===== src/rtl/alu_sequencer.sv =====
`default_nettype none
// +--------------------------------------------------------------------------+
// | Module   : alu_sequencer                                                 |
// | Purpose  : Command front-end for the registered 8-bit ALU; returns 6502  |
// |            N/V/Z/C flags and sequences two-pass 16-bit address adds.     |
// | Revision : 1.0  initial release                                          |
// +--------------------------------------------------------------------------+
module alu_sequencer #(
    parameter int ALU_LATENCY  = 1,
    parameter int ENABLE_ADD16 = 1
) (
    input  logic        clk,
    input  logic        reset,
    input  logic        req_valid,
    output logic        req_ready,
    input  logic [3:0]  req_cmd,
    input  logic [7:0]  req_a,
    input  logic [7:0]  req_b,
    input  logic [7:0]  req_a_hi,
    input  logic [7:0]  req_b_hi,
    input  logic        req_c_in,
    output logic        rsp_valid,
    input  logic        rsp_ready,
    output logic [15:0] rsp_data,
    output logic [3:0]  rsp_flags,
    output logic [3:0]  rsp_flag_mask,
    output logic        rsp_err,
    output logic [4:0]  alu_op,
    output logic [7:0]  alu_operand1,
    output logic [7:0]  alu_operand2,
    output logic        alu_carry,
    input  logic [7:0]  alu_result
);

    localparam logic [3:0] c_cmd_adc   = 4'd0;
    localparam logic [3:0] c_cmd_sbc   = 4'd1;
    localparam logic [3:0] c_cmd_and   = 4'd2;
    localparam logic [3:0] c_cmd_ora   = 4'd3;
    localparam logic [3:0] c_cmd_eor   = 4'd4;
    localparam logic [3:0] c_cmd_inc   = 4'd5;
    localparam logic [3:0] c_cmd_dec   = 4'd6;
    localparam logic [3:0] c_cmd_lsr   = 4'd7;
    localparam logic [3:0] c_cmd_asl   = 4'd8;
    localparam logic [3:0] c_cmd_ror   = 4'd9;
    localparam logic [3:0] c_cmd_rol   = 4'd10;
    localparam logic [3:0] c_cmd_cmp   = 4'd11;
    localparam logic [3:0] c_cmd_bit   = 4'd12;
    localparam logic [3:0] c_cmd_add16 = 4'd13;
    localparam logic [3:0] c_cmd_ld    = 4'd14;
    localparam logic [3:0] c_cmd_ill   = 4'd15;

    localparam logic [4:0] c_op_add = 5'd0;
    localparam logic [4:0] c_op_sub = 5'd1;
    localparam logic [4:0] c_op_and = 5'd2;
    localparam logic [4:0] c_op_or  = 5'd3;
    localparam logic [4:0] c_op_xor = 5'd4;
    localparam logic [4:0] c_op_inc = 5'd5;
    localparam logic [4:0] c_op_dec = 5'd6;
    localparam logic [4:0] c_op_shr = 5'd7;
    localparam logic [4:0] c_op_shl = 5'd8;
    localparam logic [4:0] c_op_rtr = 5'd9;
    localparam logic [4:0] c_op_rtl = 5'd10;
    localparam logic [4:0] c_op_ld  = 5'd12;

    localparam logic [3:0] c_mask_nvzc = 4'b1111;
    localparam logic [3:0] c_mask_nzc  = 4'b1011;
    localparam logic [3:0] c_mask_nvz  = 4'b1110;
    localparam logic [3:0] c_mask_nz   = 4'b1010;

    localparam logic [1:0] c_lat = 2'(ALU_LATENCY);

    typedef enum logic [2:0] {
        S_IDLE     = 3'd0,
        S_ISSUE    = 3'd1,
        S_WAIT     = 3'd2,
        S_ISSUE_HI = 3'd3,
        S_WAIT_HI  = 3'd4,
        S_RESP     = 3'd5
    } state_t;

    state_t      state_q, state_d;
    logic [1:0]  cnt_q, cnt_d;
    logic [3:0]  cmd_q, cmd_d;
    logic [7:0]  a_q, a_d;
    logic [7:0]  b_q, b_d;
    logic [7:0]  a_hi_q, a_hi_d;
    logic [7:0]  b_hi_q, b_hi_d;
    logic        c_in_q, c_in_d;
    logic [7:0]  lo_q, lo_d;
    logic        c0_q, c0_d;
    logic        req_ready_q, req_ready_d;
    logic        rsp_valid_q, rsp_valid_d;
    logic [15:0] rsp_data_q, rsp_data_d;
    logic [3:0]  rsp_flags_q, rsp_flags_d;
    logic [3:0]  rsp_mask_q, rsp_mask_d;
    logic        rsp_err_q, rsp_err_d;
    logic [4:0]  alu_op_q, alu_op_d;
    logic [7:0]  alu_op1_q, alu_op1_d;
    logic [7:0]  alu_op2_q, alu_op2_d;
    logic        alu_carry_q, alu_carry_d;

    logic        w_illegal;
    logic        w_adc_carry;
    logic        w_sbc_carry;
    logic        w_lo_carry;
    logic        w_hi_carry;
    logic [4:0]  w_op;
    logic [7:0]  w_op1;
    logic [7:0]  w_op2;
    logic        w_carry;
    logic        w_n, w_v, w_z, w_c;
    logic [3:0]  w_mask;
    logic [3:0]  w_flags;
    logic [15:0] w_res;

    assign w_illegal = (req_cmd == c_cmd_ill) ||
                       ((req_cmd == c_cmd_add16) && (ENABLE_ADD16 == 0));

    // Carries come from the latched operands; the ALU only supplies the result byte.
    assign w_adc_carry = ({1'b0, a_q} + {1'b0, b_q} + {8'd0, c_in_q}) > 9'd255;
    assign w_sbc_carry = {1'b0, a_q} >= ({1'b0, b_q} + {8'd0, ~c_in_q});
    assign w_lo_carry  = ({1'b0, a_q} + {1'b0, b_q}) > 9'd255;
    assign w_hi_carry  = ({1'b0, a_hi_q} + {1'b0, b_hi_q} + {8'd0, c0_q}) > 9'd255;

    always_comb begin
        w_op    = c_op_ld;
        w_op1   = a_q;
        w_op2   = b_q;
        w_carry = 1'b0;
        case (cmd_q)
            c_cmd_adc:   begin w_op = c_op_add; w_carry = c_in_q;  end
            c_cmd_sbc:   begin w_op = c_op_sub; w_carry = ~c_in_q; end
            c_cmd_cmp:   w_op = c_op_sub;
            c_cmd_and:   w_op = c_op_and;
            c_cmd_ora:   w_op = c_op_or;
            c_cmd_eor:   w_op = c_op_xor;
            c_cmd_bit:   w_op = c_op_and;
            c_cmd_inc:   begin w_op = c_op_inc; w_op1 = b_q; end
            c_cmd_dec:   begin w_op = c_op_dec; w_op1 = b_q; end
            c_cmd_lsr:   begin w_op = c_op_shr; w_carry = c_in_q; end
            c_cmd_asl:   begin w_op = c_op_shl; w_carry = c_in_q; end
            c_cmd_ror:   begin w_op = c_op_rtr; w_carry = c_in_q; end
            c_cmd_rol:   begin w_op = c_op_rtl; w_carry = c_in_q; end
            c_cmd_ld:    begin w_op = c_op_ld;  w_op1 = b_q; end
            c_cmd_add16: w_op = c_op_add;
            default:     w_op = c_op_ld;
        endcase
    end

    // Flags from sampled result; for ADD16 this is only meaningful on the high pass.
    always_comb begin
        w_n    = alu_result[7];
        w_v    = 1'b0;
        w_z    = (alu_result == 8'd0);
        w_c    = 1'b0;
        w_mask = c_mask_nz;
        w_res  = {8'd0, alu_result};
        case (cmd_q)
            c_cmd_adc: begin
                w_v    = (a_q[7] == b_q[7]) && (alu_result[7] != a_q[7]);
                w_c    = w_adc_carry;
                w_mask = c_mask_nvzc;
            end
            c_cmd_sbc: begin
                w_v    = (a_q[7] != b_q[7]) && (alu_result[7] != a_q[7]);
                w_c    = w_sbc_carry;
                w_mask = c_mask_nvzc;
            end
            c_cmd_cmp: begin
                w_z    = (a_q == b_q);
                w_c    = (a_q >= b_q);
                w_mask = c_mask_nzc;
                w_res  = 16'd0;
            end
            c_cmd_bit: begin
                w_n    = b_q[7];
                w_v    = b_q[6];
                w_z    = ((a_q & b_q) == 8'd0);
                w_mask = c_mask_nvz;
                w_res  = 16'd0;
            end
            c_cmd_lsr, c_cmd_ror: begin
                w_c    = a_q[0];
                w_mask = c_mask_nzc;
            end
            c_cmd_asl, c_cmd_rol: begin
                w_c    = a_q[7];
                w_mask = c_mask_nzc;
            end
            c_cmd_add16: begin
                w_res  = {alu_result, lo_q};
                w_z    = ({alu_result, lo_q} == 16'd0);
                w_c    = w_hi_carry;
                w_mask = c_mask_nzc;
            end
            default: w_mask = c_mask_nz;
        endcase
        w_flags = {w_n, w_v, w_z, w_c} & w_mask;
    end

    always_comb begin
        state_d     = state_q;
        cnt_d       = cnt_q;
        cmd_d       = cmd_q;
        a_d         = a_q;
        b_d         = b_q;
        a_hi_d      = a_hi_q;
        b_hi_d      = b_hi_q;
        c_in_d      = c_in_q;
        lo_d        = lo_q;
        c0_d        = c0_q;
        rsp_valid_d = rsp_valid_q;
        rsp_data_d  = rsp_data_q;
        rsp_flags_d = rsp_flags_q;
        rsp_mask_d  = rsp_mask_q;
        rsp_err_d   = rsp_err_q;
        alu_op_d    = alu_op_q;
        alu_op1_d   = alu_op1_q;
        alu_op2_d   = alu_op2_q;
        alu_carry_d = alu_carry_q;

        case (state_q)
            S_IDLE: begin
                if (req_valid && req_ready_q) begin
                    cmd_d  = req_cmd;
                    a_d    = req_a;
                    b_d    = req_b;
                    a_hi_d = req_a_hi;
                    b_hi_d = req_b_hi;
                    c_in_d = req_c_in;
                    if (w_illegal) begin
                        state_d     = S_RESP;
                        rsp_valid_d = 1'b1;
                        rsp_err_d   = 1'b1;
                        rsp_data_d  = 16'd0;
                        rsp_flags_d = 4'd0;
                        rsp_mask_d  = 4'd0;
                    end else begin
                        state_d = S_ISSUE;
                    end
                end
            end
            S_ISSUE: begin
                alu_op_d    = w_op;
                alu_op1_d   = w_op1;
                alu_op2_d   = w_op2;
                alu_carry_d = w_carry;
                cnt_d       = c_lat;
                state_d     = S_WAIT;
            end
            S_WAIT: begin
                if (cnt_q != 2'd0) begin
                    cnt_d = cnt_q - 2'd1;
                end else if (cmd_q == c_cmd_add16) begin
                    lo_d    = alu_result;
                    c0_d    = w_lo_carry;
                    state_d = S_ISSUE_HI;
                end else begin
                    rsp_valid_d = 1'b1;
                    rsp_err_d   = 1'b0;
                    rsp_data_d  = w_res;
                    rsp_flags_d = w_flags;
                    rsp_mask_d  = w_mask;
                    alu_op_d    = c_op_ld;
                    alu_op1_d   = 8'd0;
                    alu_op2_d   = 8'd0;
                    alu_carry_d = 1'b0;
                    state_d     = S_RESP;
                end
            end
            S_ISSUE_HI: begin
                alu_op_d    = c_op_add;
                alu_op1_d   = a_hi_q;
                alu_op2_d   = b_hi_q;
                alu_carry_d = c0_q;
                cnt_d       = c_lat;
                state_d     = S_WAIT_HI;
            end
            S_WAIT_HI: begin
                if (cnt_q != 2'd0) begin
                    cnt_d = cnt_q - 2'd1;
                end else begin
                    rsp_valid_d = 1'b1;
                    rsp_err_d   = 1'b0;
                    rsp_data_d  = w_res;
                    rsp_flags_d = w_flags;
                    rsp_mask_d  = w_mask;
                    alu_op_d    = c_op_ld;
                    alu_op1_d   = 8'd0;
                    alu_op2_d   = 8'd0;
                    alu_carry_d = 1'b0;
                    state_d     = S_RESP;
                end
            end
            S_RESP: begin
                if (rsp_ready) begin
                    rsp_valid_d = 1'b0;
                    state_d     = S_IDLE;
                end
            end
            default: state_d = S_IDLE;
        endcase

        // Registered ready: it follows the state being entered, so RESP exit never accepts.
        req_ready_d = (state_d == S_IDLE);
    end

    always_ff @(posedge clk) begin
        if (reset) begin
            state_q     <= S_IDLE;
            cnt_q       <= 2'd0;
            cmd_q       <= 4'd0;
            a_q         <= 8'd0;
            b_q         <= 8'd0;
            a_hi_q      <= 8'd0;
            b_hi_q      <= 8'd0;
            c_in_q      <= 1'b0;
            lo_q        <= 8'd0;
            c0_q        <= 1'b0;
            req_ready_q <= 1'b1;
            rsp_valid_q <= 1'b0;
            rsp_data_q  <= 16'd0;
            rsp_flags_q <= 4'd0;
            rsp_mask_q  <= 4'd0;
            rsp_err_q   <= 1'b0;
            alu_op_q    <= c_op_ld;
            alu_op1_q   <= 8'd0;
            alu_op2_q   <= 8'd0;
            alu_carry_q <= 1'b0;
        end else begin
            state_q     <= state_d;
            cnt_q       <= cnt_d;
            cmd_q       <= cmd_d;
            a_q         <= a_d;
            b_q         <= b_d;
            a_hi_q      <= a_hi_d;
            b_hi_q      <= b_hi_d;
            c_in_q      <= c_in_d;
            lo_q        <= lo_d;
            c0_q        <= c0_d;
            req_ready_q <= req_ready_d;
            rsp_valid_q <= rsp_valid_d;
            rsp_data_q  <= rsp_data_d;
            rsp_flags_q <= rsp_flags_d;
            rsp_mask_q  <= rsp_mask_d;
            rsp_err_q   <= rsp_err_d;
            alu_op_q    <= alu_op_d;
            alu_op1_q   <= alu_op1_d;
            alu_op2_q   <= alu_op2_d;
            alu_carry_q <= alu_carry_d;
        end
    end

    assign req_ready     = req_ready_q;
    assign rsp_valid     = rsp_valid_q;
    assign rsp_data      = rsp_data_q;
    assign rsp_flags     = rsp_flags_q;
    assign rsp_flag_mask = rsp_mask_q;
    assign rsp_err       = rsp_err_q;
    assign alu_op        = alu_op_q;
    assign alu_operand1  = alu_op1_q;
    assign alu_operand2  = alu_op2_q;
    assign alu_carry     = alu_carry_q;

endmodule
`default_nettype wire


===== config.mk =====
export PLATFORM = sky130hd
export DESIGN_NAME = alu_sequencer
export DESIGN_NICKNAME = d
export VERILOG_FILES = /design/src/rtl/alu_sequencer.sv
export SDC_FILE = /design/constraint.sdc
export NUM_CORES = 1
export LEC_CHECK = 0
export BUFFER_PORTS_ARGS = -buffer_cell sky130_fd_sc_hd__buf_2
export CAP_MARGIN = 10
export CORE_MARGIN = 1
export CORE_UTILIZATION = 35
export CTS_CLUSTER_SIZE = 40
export DETAILED_ROUTE_END_ITERATION = 10
export GPL_ROUTABILITY_DRIVEN = 1
export GPL_TIMING_DRIVEN = 1
export PLACE_DENSITY = 0.58
export SLEW_MARGIN = 25
export SYNTH_ARGS = -nofsm -noshare
export SYNTH_HDL_FRONTEND = slang
export SYNTH_SLANG_ARGS = --single-unit

===== constraint.sdc =====
create_clock -name clk -period 3.3 [get_ports clk]
set_input_delay 0.66 -clock clk [delete_from_list [all_inputs] [get_ports clk]]
set_output_delay 0.66 -clock clk [all_outputs]
set_load 0.02 [all_outputs]

# After elaboration in Yosys (flattened, before gate mapping)
# Index checks and enable logic that the tools add are counted.
[op_classes] addsub=6 magnitude_cmp=5 eq_ne=31 muxes=55 n_reduce_logical=32 bitwise_logic=4
[op_table] operator="16-bit 2-to-1 mux" count=5
[op_table] operator="8-bit one-hot mux with 4 select lines" count=2
[op_table] operator="16-bit one-hot mux with 3 select lines" count=1
[op_table] operator="4-bit one-hot mux with 11 select lines" count=1
[op_table] operator="4-bit == test, second input constant" count=8
[op_table] operator="4-bit 2-to-1 mux" count=8
[op_table] operator="8-bit 2-to-1 mux" count=4
[op_table] operator="16-bit one-hot mux with 2 select lines" count=1
[op_table] operator="9-bit by 8-bit greater-than comparator with 1-bit output, second input constant" count=3
[op_table] operator="4-bit one-hot mux with 3 select lines" count=2
[op_table] operator="5-bit one-hot mux with 4 select lines" count=1
[op_table] operator="8-bit by 8-bit adder with 9-bit output" count=2
[op_table] operator="9-bit by 1-bit adder with 9-bit output" count=2
[op_table] operator="3-bit 2-to-1 mux" count=6
[op_table] operator="3-bit one-hot mux with 6 select lines" count=1
[op_table] operator="2-bit OR reduction" count=9
[op_table] operator="4-bit by 3-bit == test with 1-bit output, second input constant" count=4
[op_table] operator="16-bit zero test" count=1
[op_table] operator="8-bit zero test" count=2
[op_table] operator="5-bit 2-to-1 mux" count=3
[op_table] operator="2-bit != test, second input constant" count=6
[op_table] operator="1-bit 2-to-1 mux" count=10
[op_table] operator="8-bit by 1-bit adder with 9-bit output" count=1
[op_table] operator="8-bit by 9-bit >= comparator with 1-bit output" count=1
[op_table] operator="other kinds (35)" count=49
[totals] word_cells=153 output_inout_bits=49 ff_bits=100 input_bits=49

# Logic depth before layout (Yosys ltp)
# Gate-level depths: netlist of run 1.
[logic_depth] word_depth=8 ltp_mapped=13

# Worst setup path before layout of run 1
# No wires, ideal clock.
[synth_path] path_kind="reg-to-reg" start="reg b_q[0]" end="reg rsp_flags_q[0] (netlist: rsp_flags[0])" path_slack_ps=433 required_time_ps=3243 arrival_ps=2810 setup_time_ps=57 period_less_slack_ps=2867 stages_incl_launch_ff=10 path_buffers=0 path_cell_list="dfxtp_1 ha_1 inv_1 fa_1 or2_4 a21o_1 a32o_1 or4_4 or4b_1 or3b_1"
[synth_via] elab_chain_len=8
[synth_rtl] item="start: declaration" line="85" text="logic [7:0] b_q, b_d;"
[synth_rtl] item="start signal: assignment" line="314" text="b_q <= 8'd0;"
[synth_rtl] item="start signal: assignment" line="335" text="b_q <= b_d;"
[synth_rtl] item="8-bit by 8-bit adder with 9-bit output" line="120" text="assign w_adc_carry = ({1'b0, a_q} + {1'b0, b_q} + {8'd0, c_in_q}) > 9'd255;"
[synth_rtl] item="9-bit by 1-bit adder with 9-bit output" line="120"
[synth_rtl] item="9-bit by 8-bit greater-than comparator with 1-bit output" line="120"
[synth_rtl] item="1-bit one-hot mux with 6 select lines *" line="158" text="case (cmd_q)"
[synth_rtl] item="4-bit bitwise AND *" line="198" text="w_flags = {w_n, w_v, w_z, w_c} & w_mask;"
[synth_rtl] item="4-bit 2-to-1 mux" line="254" text="end else if (cmd_q == c_cmd_add16) begin"
[synth_rtl] item="4-bit 2-to-1 mux" line="252" text="if (cnt_q != 2'd0) begin"
[synth_rtl] item="4-bit one-hot mux with 3 select lines *" line="222" text="case (state_q)"
[synth_rtl] item="end signal: assignment" line="344" text="rsp_flags_q <= rsp_flags_d;"
[synth_rtl] item="end: declaration" line="94" text="logic [3:0] rsp_flags_q, rsp_flags_d;"
# Every way passes the cells marked *; elsewhere a longest branch is shown, timed or not. The select of a mux whose other input is x is not followed.
# A chain may end at the register's enable or synchronous reset.

# Final worst setup path of run 1
# Same ends and word-level chain as after synthesis.

==> results.md, run 1 <==
* Core area at between 0.01 and 0.015 mm²
* CTS buffer count at 9
* HPWL after detailed placement at roughly 11000 µm
* Final Hold Fails at 0
* Unrepaired setup endpoints after global routing: false
* Starting Density at 36.3%
* Crit path capture type: register
* Status: finished, final reports clean
* Finished Layout Cells at about 930
* Nets at roughly 830
* Worst Slack Setup Final at ~0.15 ns
* Peak supply drop at between 0.0004 and 0.0005 V
* Worst slew pin tran at around 0.74 ns
* Gr usage total at 20.0%
* Mapped Area at between 0.005 and 0.006 mm²
* Fmax at about 320 MHz
* Pre-CTS setup slack at ~0.21 ns
* Diodes inserted at 0
* Critical path fanouts, max at 6
* Number of global-route vias before repair at approximately 4800
* Fraction of layout cells with a size suffix above 1 at 18.7%
* Critical path depth in cells at 9
* Ports at just under 100
* Slew margin rel. at slightly above 50%
* CTS H-Tree Depth at 3
* Max-slew violations at 0
* DR vias at just over 5000
* Mapped Nets at 751
* Port bufs at between 90 and 100
* Clock Sink Count at 98
* Largest net degree at the start of global routing at between 60 and 70
* 1st-iter DRT viols at between 300 and 400
* Setup CP Type: reg2reg
* Synth unique cells at 69
* Worst reg2reg path depth at 9
* Register area share after synthesis at 36.6%
* Number of synthesized flops with an enable pin at 0
* WP data required at roughly 3.6 ns
* Die Y at around 130 µm
* Average routed wire per standard cell at 16.5 µm
* Slowest CP cell: or4_4
* CTS clock-pin slew for the worst setup and hold paths at 0.07 ns
* Synth warn at 0
* CP Data Arrival Time at around 3.4 ns
* Most frequent cells in the layout: nand2_1 (102), dfxtp_1 (98), buf_2 (96), nor2_1 (68), a21oi_1 (58)
* Period minus WS final at roughly 3.2 ns
* Final hold slack at between 0.4 and 0.5 ns
* #FFs+latches synth at a little under 100
* Final setup viols at 0
* Root Buffer: clkbuf_16
* First-pass GRT wire length at ~25000 µm
* GRT overflow at 0
* Rows at 44
* Initial antenna violation count at 0
* PostCTS Resize Cnt at 0
* Worst Clk Skew at 0.0144 ns
* Hold Crit Depth at 2
* Leak at around 2.7 nW
* CP cell instances: ha_1 -> inv_1 -> fa_1 -> or2_4 -> a21o_1 -> a32o_1 -> or4_4 -> or4b_1 -> or3b_1
* # hold bufs at CTS at 0
* Gate count after technology mapping at 664
* Post-CTS Setup Inserts at 0
* Layout area overhead at 18.2%
* CTS Buffer Depth at 2
* Pre-Repair DR Iteration Count at 7
* Avg Inst Size Synth at about 8.1 µm²
* Power density cells at around 730 mW/mm²
* DIE AREA at ~0.016 mm²
* DIE WIDTH at 126 µm
* Ys async rst share at 0%
* Period utilization at roughly 96%
* Via-to-Cell Ratio at ~5.5
* Worst skew pair latency at around 0.36 ns
* WP buf/inv at 1
* Cell family with most CP delay: simple AND/OR/NAND/NOR gates
* Hold crit path type: reg2reg
* Number of max-cap violations at 0
* Startpoint Class: register
* CP peak stage delay at 0.51 ns
* Setup slack, reg-to-reg at ~0.15 ns
* Setup TNS at 0 ns
* Post-route ant nets at 0
* Primary FF master, synth: dfxtp_1
* Overall routed net length at 15400 µm
* GPL Wtd Cong at ~0.86
* Commonest non-fill, non-tap cell in the layout: nand2_1
* Placed cells at about 920
* Final Util at around 43%
* Post-route DRC at 0
* CTS tree: built
where the power goes:
part / switching [W] / internal, W / total (W)
Sequential: 0.000233 / 0.00143 / 0.00167
Combinational: 0.00120 / 0.000697 / 0.00190
Clock: 0.000475 / 0.000580 / 0.00106
Total: 0.00191 / 0.00271 / 0.00462
through the flow:
| step | total power [W] | area, µm² |
|---|---|---|
| 2_1_floorplan | 0.00296 | 5360 |
| 3_3_place_gp | 0.00355 | 6040 |
| 3_5_place_dp | 0.00358 | 6040 |
| 4_1_cts | 0.00464 | 6340 |
| 5_1_grt | 0.00493 | 6340 |
| 6_report | 0.00462 | 6340 |
sequential cells by signal (all words and copies together) (netlist names), 2 cells and up:
register       count
rsp_flags          4
lo_q               8
cnt_q              2
b_hi_q             8
a_hi_q             8
alu_op             4
alu_operand2       8
state_q            3
alu_operand1       8
rsp_data          16
cmd_q              4
rsp_flag_mask      3
b_q                8
a_q                8
worst paths after layout:
path | startpoint | end
max | b_q[0] | rsp_flags[0]
min reg2reg | rsp_err | rsp_err
max reg2reg | b_q[0] | rsp_flags[0]
min | rsp_err | rsp_err
area by class of cell:
type	count	area, µm²
clock inverters	4	32.5
inverters	29	109
well taps	184	230
flip-flops and latches	98	1960
fillers	1486	8420
multi-input cells	492	3120
repair buffers	114	616
clock buffers	12	267
routing by layer:
layer	vias to the layer above	GRT usage, %	share of wire [%]	routed length, µm
li1	2502	-	-	-
met1	2414	26.9	46	7160
met2	149	31.4	46	7050
met3	23	3.70	5.0	772
met4	0	8.29	2.7	419
met5	-	0	0	0
tightest hold or removal path: cells and delay by family, from the launching register on:
kind | cells | cell delay [ns]
buf+inv | 1 | 0.05
compound gates | 1 | 0.05
flops | 1 | 0.31
cells in the mapped netlist, types with 10 or more instances:
library cell	number	share of area (%)
clkbuf_1	43	3.0
nor2_1	68	4.8
nand2b_1	12	1.4
o21ai_0	16	1.5
mux2i_1	20	3.7
inv_1	29	2.0
dfxtp_1	98	37
nor2b_1	14	1.6
ha_1	35	8.2
o21ai_1	10	0.93
nor4_1	10	1.2
a211oi_1	16	2.2
nand2_1	102	7.1
nor3_1	10	0.93
a21oi_1	58	5.4
a22oi_1	20	2.8
logic make-up after synthesis:
logic type	synth area share [%]
AOI/OAI and AO/OA	21.8
adders and majority gates	9.29
other	0.0700
DFF	36.6
muxes	3.94
and+or+nand+nor	21.4
buffers and inverters	5.32
xor gates and xnor gates	1.63
No activity file was read; power rests on OpenSTA's default activity.
==> run 2, diff against run 1 <==
ABC_AREA = 0   (was not set)
BUFFER_PORTS_ARGS = -buffer_cell sky130_fd_sc_hd__buf_4   (was -buffer_cell sky130_fd_sc_hd__buf_2)
SKIP_LAST_GASP = 1   (was not set)
==> run 2 against run 1 <==
  * Largest power group unchanged
  * Register-to-register slack gained 0.07 ns
  * Combinational power up 5%
  * Critical endpoint unchanged
  * Global-route usage up 0.87 points
  * Non-clock buffer count did not move
  * Design area up 3.7%
  * Routed wire length up 2.3%
==> results.md, run 2 (synthesized netlist as in run 1, its figures left out) <==
* Clock power frac at 22.2% (-0.7 points)
* Overall routed net length at 15800 µm (+2.3%)
* DR vias at 5073 (-0.29%)
* First-pass GRT wire length at 26200 µm (+5.2%)
* CTS buffer count at 9 (unchanged)
* DIE WIDTH at 126 µm (unchanged)
* Post-route ant nets at 0 (unchanged)
* CTS clock-pin slew for the worst setup and hold paths at 0.07 ns (about the same)
* Placed cells at 917 (unchanged)
* Logic gate share of total power at 42.4% (+1.3 points)
* CP peak stage delay at 0.51 ns (about the same)
* Worst Slack Setup Final at 0.220 ns (+0.0714 ns)
* Post-CTS Setup Inserts at 0 (unchanged)
* Commonest non-fill, non-tap cell in the layout: buf_4
* Number of global-route vias before repair at 5068 (+4.9%)
* Unrepaired setup endpoints after global routing: false
* Number of max-cap violations at 0 (unchanged)
* Finished Layout Cells at 933 (unchanged)
* Final Cell Area at 0.00657 mm² (+3.7%)
* Pre-Repair DR Iteration Count at 5 (-2)
* Fmax at 325 MHz (+2.3%)
* Root Buffer: clkbuf_16
* Die Y at 126 µm (unchanged)
* Period minus WS final at 3.08 ns (-0.0714 ns)
* Largest net degree at the start of global routing at 57 (-11%)
* 1st-iter DRT viols at 306 (-14%)
* Max-slew violations at 0 (unchanged)
* Leak at 2.75 nW (+1.4%)
* Status: finished, final reports clean
* Initial antenna violation count at 0 (unchanged)
* Area occupied by multi-input gates at 0.00312 mm² (unchanged)
* CTS Buffer Depth at 2 (unchanged)
* Worst slew pin tran at 0.728 ns (-0.0101 ns)
* Crit path capture type: register
* Final Hold Fails at 0 (unchanged)
* Post-route DRC at 0 (unchanged)
* Post-DP Area at 0.00628 mm² (+4.0%)
* Peak supply drop at 0.000455 V (-7.7%)
* Diodes inserted at 0 (unchanged)
* Worst Clk Skew at 0.00588 ns (-0.00856 ns)
* CP cell instances: ha_1 -> inv_1 -> fa_1 -> or2_4 -> a21o_1 -> a32o_1 -> or4_4 -> or4b_1 -> or3b_1
* DIE AREA at 0.0158 mm² (unchanged)
* Switching Share at 41.6% (+0.32 points)
* Power density cells at 719 mW/mm² (-1.3%)
* Startpoint Class: register
* Sw power at 0.00197 W (+3.1%)
* Slew margin rel. at 51.2% (+0.68 points)
* Fraction of layout cells with a size suffix above 1 at 18.7% (unchanged)
* Ports at 98 (unchanged)
* Via-to-Cell Ratio at 5.44 (-0.29%)
* Pre-CTS setup slack at 0.238 ns (+0.0300 ns)
* Core area at 0.0148 mm² (unchanged)
* CTS H-Tree Depth at 3 (unchanged)
* Clock Sink Count at 98 (unchanged)
* Reg power frac at 35.4% (-0.7 points)
* # hold bufs at CTS at 0 (unchanged)
* Hold crit path type: reg2reg
* CTS tree: built
* Power Total at 0.00473 W (+2.4%)
* Most frequent cells in the layout: buf_4 (114), nand2_1 (102), dfxtp_1 (98), nor2_1 (68), a21oi_1 (58)
* GRT overflow at 0 (unchanged)
* Port bufs at 96 (unchanged)
* Final setup viols at 0 (unchanged)
* Int Power at 0.00276 W (+1.8%)
* Setup TNS at 0 ns (unchanged)
* Period utilization at 93.3% (-2.2 points)
* Starting Density at 36.3% (unchanged)
* Nets at 831 (unchanged)
* PostCTS Resize Cnt at 0 (unchanged)
* Gr usage total at 20.8% (+0.87 points)
* FF+latch area at 0.00196 mm² (unchanged)
* Rows at 44 (unchanged)
* Average routed wire per standard cell at 16.9 µm (+2.3%)
* WP data required at 3.61 ns (+0.02 ns)
* Critical path fanouts, max at 6 (unchanged)
* Worst skew pair latency at 0.36 ns (about the same)
* Slowest CP cell: or4_4
* Setup CP Type: reg2reg
* HPWL after detailed placement at 11600 µm (+2.9%)
* CP Data Arrival Time at 3.39 ns (-0.05 ns)
* GPL Wtd Cong at 0.891 (+3.3%)
* Fill count at 1483 (-0.20%)
* Largest register FFs at 16 (unchanged)
* Layout area overhead at 22.6%
[run 2: cell types whose count changed in the layout (fill, tap and decap cells not counted), sizes merged]
cell,change
inv,+1
clkinvlp,+1
clkinv,+1
clkbuf,-3
[run 2: metrics by stage]
stage | utilization [%] | hold slack, ns
2_1_floorplan | - | 0.453
3_3_place_gp | 42.6 | 0.450
3_5_place_dp | 42.6 | 0.455
4_1_cts | 44.5 | 0.466
5_1_grt | 44.5 | 0.487
6_report | 44.5 | 0.462
[run 2: power groups by stage]
stage | combinational [W] | clock [W] | sequential [W]
floorplan | 0.00117 | 0 | 0.00179
global placement | 0.00198 | 0 | 0.00169
detailed placement | 0.00201 | 0 | 0.00170
CTS | 0.00202 | 0.00108 | 0.00167
global route | 0.00223 | 0.00112 | 0.00171
finish | 0.00200 | 0.00105 | 0.00167
[run 2: path summary, 6_finish.rpt]
kind,slack [ns],cells after the start,end,start
setup / recovery,0.22,9,rsp_flags[0],b_q[0]
hold / removal,0.46,2,rsp_flag_mask[0],rsp_flag_mask[0]
setup reg to reg,0.22,9,rsp_flags[0],b_q[0]
hold reg to reg,0.46,2,rsp_flag_mask[0],rsp_flag_mask[0]
[run 2: area by class of cell]
cell class              count  area share, %
inverters                  29           1.66
multi-input cells         492           47.5
well taps                 184           3.50
repair buffers            114           13.0
flip-flops and latches     98           29.8
clock buffers               9           3.43
clock inverters             7           1.05
[run 2: per-layer routing]
layer  up-vias  global-route usage, %  routed length, µm
met5         -                      0                  0
li1       2514                      -                  -
met2       157                   33.0               7140
met4         0                   9.14                491
met1      2370                   27.6               7240
met3        32                   3.99                874
[run 2: worst max-delay path: cells and delay by family, from the launching register on]
family / cells / cell delay, ns
AO/OA/AOI/OAI: 2 / 0.43
adder cells (fa/ha/maj): 2 / 0.64
buffers and inverters: 1 / 0.07
flip-flops: 1 / 0.45
AND/OR/NAND/NOR: 4 / 1.44
